<file path="config.mk">
export PLATFORM = sky130hd
export DESIGN_NAME = seg_scan_controller
export DESIGN_NICKNAME = d
export VERILOG_FILES = /design/src/rtl/seg_scan_controller.sv
export SDC_FILE = /design/constraint.sdc
export NUM_CORES = 1
export LEC_CHECK = 0
export ABC_CLOCK_PERIOD_IN_PS = 7800
export CORE_UTILIZATION = 42
export DETAILED_ROUTE_END_ITERATION = 8
export PLACE_DENSITY = 0.63
export SKIP_LAST_GASP = 1
export SLEW_MARGIN = 10
export SYNTH_ARGS = -nofsm -noshare
export SYNTH_HDL_FRONTEND = slang
export SYNTH_SLANG_ARGS = --single-unit
</file>
<file path="constraint.sdc">
create_clock -name clk -period 7.8 [get_ports clk]
set_input_delay 0.78 -clock clk [delete_from_list [all_inputs] [get_ports clk]]
set_output_delay 0.78 -clock clk [all_outputs]
set_load 0.02 [all_outputs]
</file>
<file path="src/rtl/seg_scan_controller.sv">
// seg_scan_controller: time-multiplexed scan for a 4-digit common-anode
// seven-segment display. One shared hex decoder is fed one nibble per digit
// slot. New values are double-buffered and committed only at frame boundaries.
// Optional feature: define LEADING_ZERO_BLANK_EN to auto-blank leading zero
// digits (digits 3..1; digit 0 is always shown unless masked by blank_i).
module seg_scan_controller #(
  parameter int unsigned CLK_DIV = 100000  // clock cycles per digit slot, 2..2^20
) (
  input  logic        clk,
  input  logic        rst_n,
  input  logic [15:0] value_i,
  input  logic [3:0]  blank_i,
  input  logic        load_i,
  output logic [3:0]  nibble_o,
  output logic [3:0]  an_o,
  output logic        upd_ack_o
);

  localparam int unsigned CNT_W = $clog2(CLK_DIV);
  localparam logic [CNT_W-1:0] CNT_MAX = CNT_W'(CLK_DIV - 1);

  // Handshake: load_i is a one-cycle strobe sampled on every rising edge with
  // no back-pressure; upd_ack_o is a one-cycle pulse, registered, high in the
  // cycle after the edge on which the shadow register took a new value.

  logic [CNT_W-1:0] cnt_q, cnt_d;
  logic [1:0]       idx_q, idx_d;
  logic [15:0]      shd_val_q, shd_val_d;
  logic [3:0]       shd_blk_q, shd_blk_d;
  logic [15:0]      pnd_val_q, pnd_val_d;
  logic [3:0]       pnd_blk_q, pnd_blk_d;
  logic             pend_q, pend_d;
  logic [3:0]       an_q, an_d;
  logic [3:0]       nibble_q, nibble_d;
  logic             ack_q, ack_d;

  logic             tick;
  logic             boundary;
  logic [3:0]       auto_blk;
  logic [3:0]       eff_blk;
  logic [3:0]       onehot;

  // Prescaler, digit index and double-buffer commit decisions.
  always_comb begin
    tick      = (cnt_q == CNT_MAX);
    boundary  = tick && (idx_q == 2'd3);
    cnt_d     = tick ? '0 : cnt_q + 1'b1;
    idx_d     = tick ? idx_q + 2'd1 : idx_q;

    shd_val_d = shd_val_q;
    shd_blk_d = shd_blk_q;
    pnd_val_d = pnd_val_q;
    pnd_blk_d = pnd_blk_q;
    pend_d    = pend_q;
    ack_d     = 1'b0;

    if (boundary && load_i) begin
      // A load coinciding with the frame boundary skips the pending buffer.
      shd_val_d = value_i;
      shd_blk_d = blank_i;
      pend_d    = 1'b0;
      ack_d     = 1'b1;
    end else if (boundary && pend_q) begin
      shd_val_d = pnd_val_q;
      shd_blk_d = pnd_blk_q;
      pend_d    = 1'b0;
      ack_d     = 1'b1;
    end else if (load_i) begin
      // Last load before the boundary wins.
      pnd_val_d = value_i;
      pnd_blk_d = blank_i;
      pend_d    = 1'b1;
    end
  end

  // Blank mask applied to the next-state shadow value, optionally including
  // leading-zero suppression.
  always_comb begin
`ifdef LEADING_ZERO_BLANK_EN
    auto_blk[3] = (shd_val_d[15:12] == 4'h0);
    auto_blk[2] = auto_blk[3] && (shd_val_d[11:8] == 4'h0);
    auto_blk[1] = auto_blk[2] && (shd_val_d[7:4] == 4'h0);
    auto_blk[0] = 1'b0;
`else
    auto_blk = 4'b0000;
`endif
    eff_blk = shd_blk_d | auto_blk;
  end

  // Output decode from next-state idx and shadow so the registered anode and
  // nibble always switch together with the index.
  always_comb begin
    onehot   = 4'b0001 << idx_d;
    nibble_d = shd_val_d[{idx_d, 2'b00} +: 4];
    an_d     = eff_blk[idx_d] ? 4'b1111 : ~onehot;
  end

  // State and output registers.
  always_ff @(posedge clk or negedge rst_n) begin
    if (!rst_n) begin
      cnt_q     <= '0;
      idx_q     <= 2'd0;
      shd_val_q <= 16'h0000;
      shd_blk_q <= 4'b0000;
      pnd_val_q <= 16'h0000;
      pnd_blk_q <= 4'b0000;
      pend_q    <= 1'b0;
      an_q      <= 4'b1111;
      nibble_q  <= 4'h0;
      ack_q     <= 1'b0;
    end else begin
      cnt_q     <= cnt_d;
      idx_q     <= idx_d;
      shd_val_q <= shd_val_d;
      shd_blk_q <= shd_blk_d;
      pnd_val_q <= pnd_val_d;
      pnd_blk_q <= pnd_blk_d;
      pend_q    <= pend_d;
      an_q      <= an_d;
      nibble_q  <= nibble_d;
      ack_q     <= ack_d;
    end
  end

  assign nibble_o  = nibble_q;
  assign an_o      = an_q;
  assign upd_ack_o = ack_q;

endmodule
</file>
==> summary.md <==
The count of boundary I/O pins was 32. Number of buffers on the longest clock path: 2. Wires add up to 6.514 mm. The final-report hold violation count came out at 0. The total power density per cell area came out at 193.6 nW/µm². After clock tree synthesis, the clock-pin slew on the worst setup and hold paths is 0.08 ns. After detailed routing, the average wire length per cell comes to 16.12 µm. The startpoint type of the worst setup path is a register. The H-tree depth was 3. The pin count of the biggest net entering global routing was 70; the iteration-0 DRC count of the detailed router was 135. The layout cell share with drive strength beyond 1 works out to 0.1574.

The initial standard-cell utilization of the core is 0.4318. The run gives 3.82 ns as the data arrival time of the worst path. Path type of the worst setup path: register to register. The die is 88.13 µm tall. The layout has 665 filler cells.

The critical path goes through ha_1, and4_1, and2_0, nand3_1, or2_0, a32o_1, a221o_1. The tools report the number of nets in the synthesized netlist as 296. Synthesis produced 271 cells. The count of buffers added on input and output ports is 31.

For the worst setup path, the data required time is 8.04 ns. In the layout the commonest cells are sky130_fd_sc_hd__dfrtp_1 (65), sky130_fd_sc_hd__clkdlybuf4s50_1 (30), sky130_fd_sc_hd__mux2_2 (20), sky130_fd_sc_hd__nand3_1 (18), sky130_fd_sc_hd__nor2_1 (16). The diode insertion count for antenna repair is 0, and the overall track demand over capacity in global routing is 0.1886.

The die extent in x came out at 88.13 µm. For the maximum ir drop on the vdd rail, the log shows 0.08410 mV. The later-pin clock latency in the skew report is 0.35 ns.

Max-cap check violation count: 0. Across the routed clock network, the largest skew measured is 0.009858 ns. The largest single stage delay on the critical path is 0.88 ns. Top cell type by total area after synthesis: sky130_fd_sc_hd__dfrtp_1.

The logs give 0.3249 for the tightest slew margin relative to the limit and 42 for the unique cell type count in the Yosys netlist. The portion of the clock cycle consumed by the worst path in the final layout is 0.4598. Using the TritonRoute via totals, the vias-per-cell ratio works out to 5.495. The tools report the count of final max-slew check failures as 0. For the initial antenna violation count, the log shows 0. Leaving out fill and tap cells, the most frequent cell in the layout is sky130_fd_sc_hd__dfrtp_1.

The post-cts repair resize count was 0. The run gives 6 as the first-pass iteration count of the detailed router. The root buffer cell chosen for the clock tree is sky130_fd_sc_hd__clkbuf_8. The worst hold slack across all endpoints is 0.4777 ns.

Routability-driven placement finished with a final weighted congestion of 0.8011. The maximum clock frequency was 0.2788 GHz. For the pin with the worst max-slew slack, the measured transition is 1.010 ns.

The largest individual stage delay along the critical path comes from the cell sky130_fd_sc_hd__nand3_1. The hold buffer count at CTS was 0. TritonCTS created 9 clock buffers.

The via count of the first global-routing pass was 2199; the total number of vias was 2220. The setup-violating endpoint count in the final report was 0; the largest fanout on the critical path was 24. After floorplanning, the core was divided into 31 placement rows. The flow ran to the end, and the final reports show no timing, DRC or antenna violations.

The floorplan step defined a die boundary enclosing 7766 µm². For the leakage power, the log shows 1.492 nW. The worst setup path is captured at a register.

Setup repair after global routing left no endpoint under its margin. The total number of clock tree sinks is 69, and the number of enable flip-flop cells after synthesis is 0. The fraction of registers with async set or reset after synthesis was 1.000.

The area share of the largest cell type after synthesis is 0.5221. In the post-synthesis netlist, the biggest area contributors are sky130_fd_sc_hd__dfrtp_1 (52%), sky130_fd_sc_hd__mux2_2 (7.2%), sky130_fd_sc_hd__a2bb2oi_1 (3.7%). TritonCTS built the clock tree.

The region available for standard cell placement spans 7214 µm². The count of nets left with antenna violations once routing finished came out at 0. The run gives 0 as the number of warning messages in the yosys log. The worst path needs 3.587 ns of the cycle, external delays included.

Global routing finished with a remaining overflow of 0. The wire length of the first global-routing pass is 11.06 mm. The HPWL reported at the end of detailed placement is 4.130 mm, and the total of flip-flops plus latches after synthesis is 69.

The post-CTS setup buffer count is 0. The per-instance average area after synthesis came out at 11.50 µm². The post-synthesis to final-layout area growth works out to 18.67%. The type of the worst min-delay path is register to register. The tools report the count of unresolved DRC violations after routing as 0. The mapped netlist covers 3115 µm². The logs give 0 ns for the setup TNS and 325 for the net count reported at finish.

Summing internal, switching and leakage power gives 715.8 µW. For the sequential share of the synthesized area, the log shows 0.5558. The most used flip-flop cell after synthesis is sky130_fd_sc_hd__dfrtp_1.
[metrics by stage]
| step | cells | setup WS, ns | cell area [µm²] | util |
|---|---|---|---|---|
| detailed placement | 388 | 3.989 | 3496 | 0.4846 |
| global route | 404 | 4.012 | 3697 | 0.5125 |
| finish | 404 | 4.213 | 3697 | 0.5125 |
| global placement | 388 | 4.044 | 3496 | 0.4846 |
| CTS | 404 | 4.263 | 3697 | 0.5125 |
| floorplan | 271 | 5.202 | 3115 | - |
[per-layer routing]
layer / GRT usage / vias to the layer above / part of all wire
met5: 0 / - / 0
met4: 0.04839 / 0 / 0.013
met3: 0.05749 / 9 / 0.040
met2: 0.3023 / 51 / 0.48
met1: 0.2503 / 1119 / 0.46
li1: - / 1041 / -
[worst max-delay path, delay by kind of cell (launching register included)]
kind / cells / cell delay [ns]
DFF: 1 / 0.38
adders and majority gates: 1 / 0.23
AOI/OAI and AO/OA: 2 / 0.51
and+or+nand+nor: 4 / 2.35
[power by group]
group / leakage, nW / total (mW) / internal (mW) / switching (mW)
Combinational: 0.621 / 0.0448 / 0.0261 / 0.0187
Clock: 0.0995 / 0.297 / 0.157 / 0.139
Sequential: 0.771 / 0.375 / 0.369 / 0.00551
[cell usage after synthesis, drive strengths merged (5+ instances only)]
cell type / instances
a21o: 13
a21oi: 9
a22oi: 6
a2bb2oi: 13
clkbuf: 12
dfrtp: 65
mux2: 20
mux2i: 5
nand2: 13
nand3: 18
nand4: 5
nor2: 16
o21ai: 15
or3: 6
xnor2: 6
xor2: 8
[flip-flops by register name (all words and copies together), names as in the netlist]
name	cells
pnd_blk_q	4
shd_val_q	16
an_o	4
idx_q	2
shd_blk_q	4
upd_ack_o	1
pnd_val_q	16
pend_q	1
nibble_o	4
cnt_q	17
[cells by family after synthesis]
| family | count (synthesis) | share of synthesized area |
|---|---|---|
| muxes | 25 | 0.08836 |
| DFF | 69 | 0.5558 |
| AOI/OAI and AO/OA | 65 | 0.1466 |
| buffers and inverters | 18 | 0.02530 |
| and+or+nand+nor | 78 | 0.1366 |
| adders and majority gates | 2 | 0.008031 |
| xor gates and xnor gates | 14 | 0.03936 |
[worst paths after layout]
path	from	to	slack, ns	cells past startpoint
worst min-delay path	cnt_q[0]$_DFF_PN0_	cnt_q[0]$_DFF_PN0_	0.48	1
worst min register to register	cnt_q[0]$_DFF_PN0_	cnt_q[0]$_DFF_PN0_	0.48	1
max in group asynchronous	rst_n	cnt_q[8]$_DFF_PN0_	6.61	2
min in group asynchronous	rst_n	cnt_q[5]$_DFF_PN0_	0.64	2
worst max register to register	cnt_q[0]$_DFF_PN0_	nibble_o[0]$_DFF_PN0_	4.21	7
worst max-delay path	cnt_q[0]$_DFF_PN0_	nibble_o[0]$_DFF_PN0_	4.21	7
[cell type report]
type	instances	area, µm²	share of cell area
Tap cell	99	123.9	0.03350
Clock inverter	5	60.06	0.01624
Sequential cell	69	1732	0.4684
Clock buffer	11	141.4	0.03824
Inverter	2	7.507	0.002030
Multi-Input combinational cell	184	1305	0.3530
Timing Repair Buffer	34	327.8	0.08866
No activity file was read; power rests on OpenSTA's default activity.
